<file path="config.mk">
export PLATFORM = sky130hd
export DESIGN_NAME = dcache_ctrl
export DESIGN_NICKNAME = d
export VERILOG_FILES = /design/src/rtl/dcache_ctrl.sv
export SDC_FILE = /design/constraint.sdc
export NUM_CORES = 2
export LEC_CHECK = 0
export ABC_CLOCK_PERIOD_IN_PS = 9700
export BUFFER_PORTS_ARGS = -buffer_cell sky130_fd_sc_hd__buf_2
export CAP_MARGIN = 15
export CORE_MARGIN = 5
export CORE_UTILIZATION = 53
export DETAILED_ROUTE_END_ITERATION = 6
export PLACE_DENSITY = 0.7
export SKIP_CTS_REPAIR_TIMING = 1
export SYNTH_ARGS = -nofsm -noshare
export SYNTH_HDL_FRONTEND = slang
export SYNTH_MEMORY_MAX_BITS = 65536
export SYNTH_SLANG_ARGS = --single-unit
</file>
<file path="constraint.sdc">
create_clock -name clk_i -period 9.7 [get_ports clk_i]
set_input_delay 0 -clock clk_i [delete_from_list [all_inputs] [get_ports clk_i]]
set_output_delay 0 -clock clk_i [all_outputs]
set_load 0.005 [all_outputs]
</file>
<file path="src/rtl/dcache_ctrl.sv">
// Direct-mapped write-back data cache with 256-bit lines. Hits complete the same cycle.
// A miss stalls the CPU through optional writeback plus fetch. Memory handshakes by holding req until a one-cycle ack.
module dcache_ctrl #(
  parameter int NUM_LINES = 16,
  parameter int INDEX_W   = 4
) (
  input  logic         clk_i,
  input  logic         rst_i,
  input  logic         cpu_req_i,
  input  logic         cpu_we_i,
  input  logic [31:0]  cpu_addr_i,
  input  logic [31:0]  cpu_wdata_i,
  output logic [31:0]  cpu_rdata_o,
  output logic         cpu_stall_o,
  output logic         mem_req_o,
  output logic         mem_we_o,
  output logic [31:0]  mem_addr_o,
  output logic [255:0] mem_wdata_o,
  input  logic [255:0] mem_rdata_i,
  input  logic         mem_ack_i
);

  localparam int TAG_W = 32 - 5 - INDEX_W;

  typedef enum logic [1:0] {IDLE, WRITEBACK, ALLOCATE} state_e;

  state_e               state_q, state_d;
  logic [NUM_LINES-1:0] valid_q, dirty_q;
  logic [TAG_W-1:0]     tag_q  [NUM_LINES];
  logic [255:0]         data_q [NUM_LINES];

  logic [INDEX_W-1:0] index;
  logic [TAG_W-1:0]   tag;
  logic [7:0]         word_off;
  logic               hit, store_hit, fill;
  logic               unused_addr_lsb;

  assign index           = cpu_addr_i[5+INDEX_W-1:5];
  assign tag             = cpu_addr_i[31:5+INDEX_W];
  assign word_off        = {cpu_addr_i[4:2], 5'b0};
  assign unused_addr_lsb = ^cpu_addr_i[1:0];

  assign hit       = cpu_req_i & valid_q[index] & (tag_q[index] == tag);
  assign store_hit = (state_q == IDLE) & hit & cpu_we_i;
  assign fill      = (state_q == ALLOCATE) & mem_ack_i;

  always_comb begin
    state_d     = state_q;
    cpu_stall_o = 1'b0;
    cpu_rdata_o = '0;
    mem_req_o   = 1'b0;
    mem_we_o    = 1'b0;
    mem_addr_o  = '0;
    mem_wdata_o = '0;
    case (state_q)
      IDLE: begin
        if (hit) begin
          cpu_rdata_o = data_q[index][word_off +: 32];
        end else if (cpu_req_i) begin
          cpu_stall_o = 1'b1;
          state_d     = (valid_q[index] & dirty_q[index]) ? WRITEBACK : ALLOCATE;
        end
      end
      WRITEBACK: begin
        // Address and data come from the victim line; the held CPU address picks the index.
        cpu_stall_o = 1'b1;
        mem_req_o   = 1'b1;
        mem_we_o    = 1'b1;
        mem_addr_o  = {tag_q[index], index, 5'b0};
        mem_wdata_o = data_q[index];
        if (mem_ack_i) state_d = ALLOCATE;
      end
      ALLOCATE: begin
        cpu_stall_o = 1'b1;
        mem_req_o   = 1'b1;
        mem_addr_o  = {tag, index, 5'b0};
        if (mem_ack_i) state_d = IDLE;
      end
      default: state_d = IDLE;
    endcase
  end

  always_ff @(posedge clk_i) begin
    if (rst_i) begin
      state_q <= IDLE;
      valid_q <= '0;
      dirty_q <= '0;
    end else begin
      state_q <= state_d;
      if (store_hit) dirty_q[index] <= 1'b1;
      if (fill) begin
        valid_q[index] <= 1'b1;
        dirty_q[index] <= 1'b0;
      end
    end
  end

  // Tag and data contents need no reset; valid bits gate every use.
  always_ff @(posedge clk_i) begin
    if (store_hit) data_q[index][word_off +: 32] <= cpu_wdata_i;
    if (fill) begin
      data_q[index] <= mem_rdata_i;
      tag_q[index]  <= tag;
    end
  end

endmodule

</file>
==> results_dict.tcl <==
set metrics [dict create \
    nNetsFinal 9115 \
    place_congestion 0.897 \
    worstHoldStart "cpu_addr_i[7]" \
    synth-simple-area-share_pct 2.06 \
    drcViolationCount 1 \
    status "finished, violations left" \
    first_pass_iters 7 \
    start_util_pct 53.1 \
    wirelength_um 541000 \
    cts-root-buf "clkbuf_16" \
    hold_path_depth 4 \
    clkTransAtPathRegs_ns 0.06 \
    synth_cell_types 57 \
    powerDensity_mw_per_mm2 205 \
    synthCells 7681 \
    fp.dieH_um 588 \
    maxCapViolCount 0 \
    r2r_start "tag_q[5][18]$_DFFE_PP_" \
    worst_clock_skew_ns 0.0512 \
    leakage_nw 66.9 \
    grt_start_max_net_pins 153 \
    synth_top_family_by_area "multiplexers" \
    cts_tree "built" \
    clock_latency_ns 0.98 \
    yosysTopAreaCellShare_pct 75.7 \
    slew_headroom_pct 3.08 \
    worst_pin_slew_ns 1.45 \
    die_x_um 588 \
    max_clock_freq_mhz 153 \
    cp-end-kind "output port" \
    grt_pass1_vias 88400 \
    violations "DRC" \
    drt_first_iter_violations 14900 \
    io_pins 648 \
    r2r-end "data_q[15][107]$_DFFE_PP_" \
    synth_xor_area_share_pct 0.114 \
    cts_max_level 5 \
    rows 212 \
    cp_max_fo 71 \
    start_kind "input port" \
    grt_pass1_wl_um 736000 \
    syn_avg_cell_area_um2 23.0 \
    critPathRequiredTime_ns 9.70 \
    setup_viol 0 \
    routed_via_density 6.77 \
    synthMuxAreaShare_pct 18.5 \
    post_dp_cell_area_mm2 0.187 \
    yosys-top-cells-area "edfxtp_1 76%, mux4_2 18%, a22o_1 1.3%" \
    async_flop_share_pct 0 \
    area_growth_pct 15.4 \
    synth_adder_area_share_pct 0.0424 \
    synth_edf_count 4464 \
    cts_sinks 4498 \
    period_share_pct 67.3 \
    io_buffers 640 \
    report.final.slew_viol_count 0 \
    grtUsageTotal_pct 31.0 \
    path_class "in2out" \
    antenna_found_initial 107 \
    ant_nets 0 \
    drive_above_1_share_pct 34.3 \
    r2r_cells 12 \
    rsz0062_at_grt "no" \
    final_area_mm2 0.204 \
    max-clock-path-buffers 4 \
    min_to "state_q[0]$_SDFFE_PP0P_" \
    finalCriticalPeriod_ns 6.52 \
    core_area_mm2 0.333 \
    yosysSeqAreaShare_pct 76.1 \
    hold_viol_final 0 \
    dp_hpwl_um 321000 \
    total_power_mw 41.9 \
    arrival_ns 6.52 \
    synth_ff_type "edfxtp_1" \
    r2r_slack_ns 4.24 \
    ir_worst_vdd_mv 0.160 \
    wire_per_inst_um 39.6 \
    grt-ovfl-total 0 \
    ys_seq_elements 4498 \
    hp-class "in2reg" \
    cts_buffers 431 \
    ys_warn_count 0 \
    setup_tns_ns 0 \
    synth.largest_area_cell "edfxtp_1" \
    via_count 92500 \
    synth-compound-area-share_pct 1.90 \
    die-area_mm2 0.346 \
    syn_area_mm2 0.177 \
]
==> worst max-delay path by stage <==
stage                                           end  cells past startpoint          start  slack [ns]
after floorplan             data_q[10][0]$_DFFE_PP_                     11  cpu_addr_i[3]        5.15
after global placement    data_q[15][107]$_DFFE_PP_                     14  cpu_addr_i[5]        3.36
after detailed placement  data_q[15][105]$_DFFE_PP_                     13  cpu_addr_i[5]        3.30
after CTS                            cpu_rdata_o[2]                     12  cpu_addr_i[6]        3.49
after global routing                 cpu_rdata_o[2]                     12  cpu_addr_i[6]        3.32
final                                cpu_rdata_o[2]                     12  cpu_addr_i[6]        3.18
==> flip-flops by register name, summed over array words and instances, names as in the netlist, named ones only <==
register  cells
data_q     4096
tag_q       368
valid_q      16
state_q       2
==> cells in the final DEF, fill, tap and decap left out, types with 8 or more instances in the layout <==
cell type      count
clkbuf_1          86
nor2b_1           28
inv_6             13
clkinv_1          84
dfxtp_1           34
o21ai_0           10
inv_1             17
mux2i_1           79
bufinv_16         57
nand3_1            9
buf_2            635
buf_4            229
clkbuf_16        434
a22o_1           262
and2_1           265
and2_2            32
o31a_2             8
a21oi_1           32
nand2b_1           8
nor2_4           147
clkinvlp_4        23
nor2_1            72
diode_2          131
edfxtp_1        4464
buf_12            14
xnor2_1           15
nor3_1            20
nand2_2           12
dlygate4sd3_1    288
mux4_2          1417
o21a_1            17
nand2_1           94
a22oi_1           35
xor2_1             8
clkinv_2          79
==> report_power, final <==
part | switching [mW] | internal, mW
Combinational | 2.18 | 1.01
Clock | 7.23 | 9.74
Sequential | 0.0252 | 21.7
Total | 9.44 | 32.4
==> cells by family after synthesis <==
| logic type | count (synthesis) |
|---|---|
| flip-flops | 4498 |
| adder cells (fa/ha/maj) | 6 |
| XOR/XNOR | 23 |
| multiplexers | 1500 |
| AND/OR/NAND/NOR | 716 |
| other | 1 |
| AO/OA/AOI/OAI | 415 |
| buffers and inverters | 522 |
==> layer usage <==
metal | routed length [um] | part of all wire (%) | GRT usage [%]
met5 | 609 | 0.11 | 0.205
met3 | 75400 | 14 | 10.3
met1 | 184000 | 34 | 41.7
met4 | 36100 | 6.7 | 17.7
met2 | 245000 | 45 | 44.9
==> stage by stage <==
| step | instances | hold slack, ns | worst slack, ns | utilization (%) |
|---|---|---|---|---|
| 2_1_floorplan | 7685 | 0.0989 | 5.15 | - |
| 4_1_cts | 13200 | -0.626 | 3.49 | 60.3 |
| 3_5_place_dp | 12500 | 0.411 | 3.30 | 56.1 |
| 6_report | 13700 | 0.000810 | 3.18 | 61.3 |
| 5_1_grt | 13600 | 0.00871 | 3.32 | 61.2 |
| 3_3_place_gp | 12500 | 0.393 | 3.36 | 56.1 |
==> cells in the mapped netlist, types with 2 or more instances <==
cell type,number
nand4_1,4
o21a_1,17
a31oi_1,7
nor4b_1,2
nand3_1,13
nand2_1,107
a221oi_1,7
edfxtp_1,4464
xor2_1,8
and2_1,298
clkbuf_1,303
xnor2_1,15
o31a_1,8
a22oi_1,35
a2111oi_1,4
mux2i_1,79
buf_4,13
nor2_1,219
or3_1,3
mux4_2,1417
buf_2,96
nor4_2,2
buf_1,78
o22ai_1,7
a21o_1,2
inv_1,18
ha_1,6
a21boi_0,5
dfxtp_1,34
nor3_1,23
o211ai_1,6
o211a_1,2
o31ai_1,2
a22o_1,262
mux2_2,4
nor4_1,2
o21ai_0,10
nand2b_1,8
nor2b_1,28
nand3b_1,2
a21oi_1,32
buf_6,12
a211oi_1,3
==> worst max-delay path, stage by stage <==
cell and delay [ns]:
buf_8 0.43, buf_4 0.70, buf_4 0.68, buf_4 0.91
buf_4 0.93, mux4_2 0.38, mux4_2 0.32, nand2_1 0.07
nand2_1 0.17, o22ai_1 0.10, a2111oi_1 1.27, buf_2 0.29
==> final cells by class <==
cell class / instances / area, um^2
diodes: 131 / 328
clock buffers: 521 / 11200
clock inverters: 271 / 2960
fillers: 22300 / 129000
inverters: 19 / 73.8
multi-input cells: 2665 / 41300
flip-flops and latches: 4498 / 135000
well taps: 4387 / 5490
repair buffers: 1169 / 8110
(Power assumes the default switching activity.)
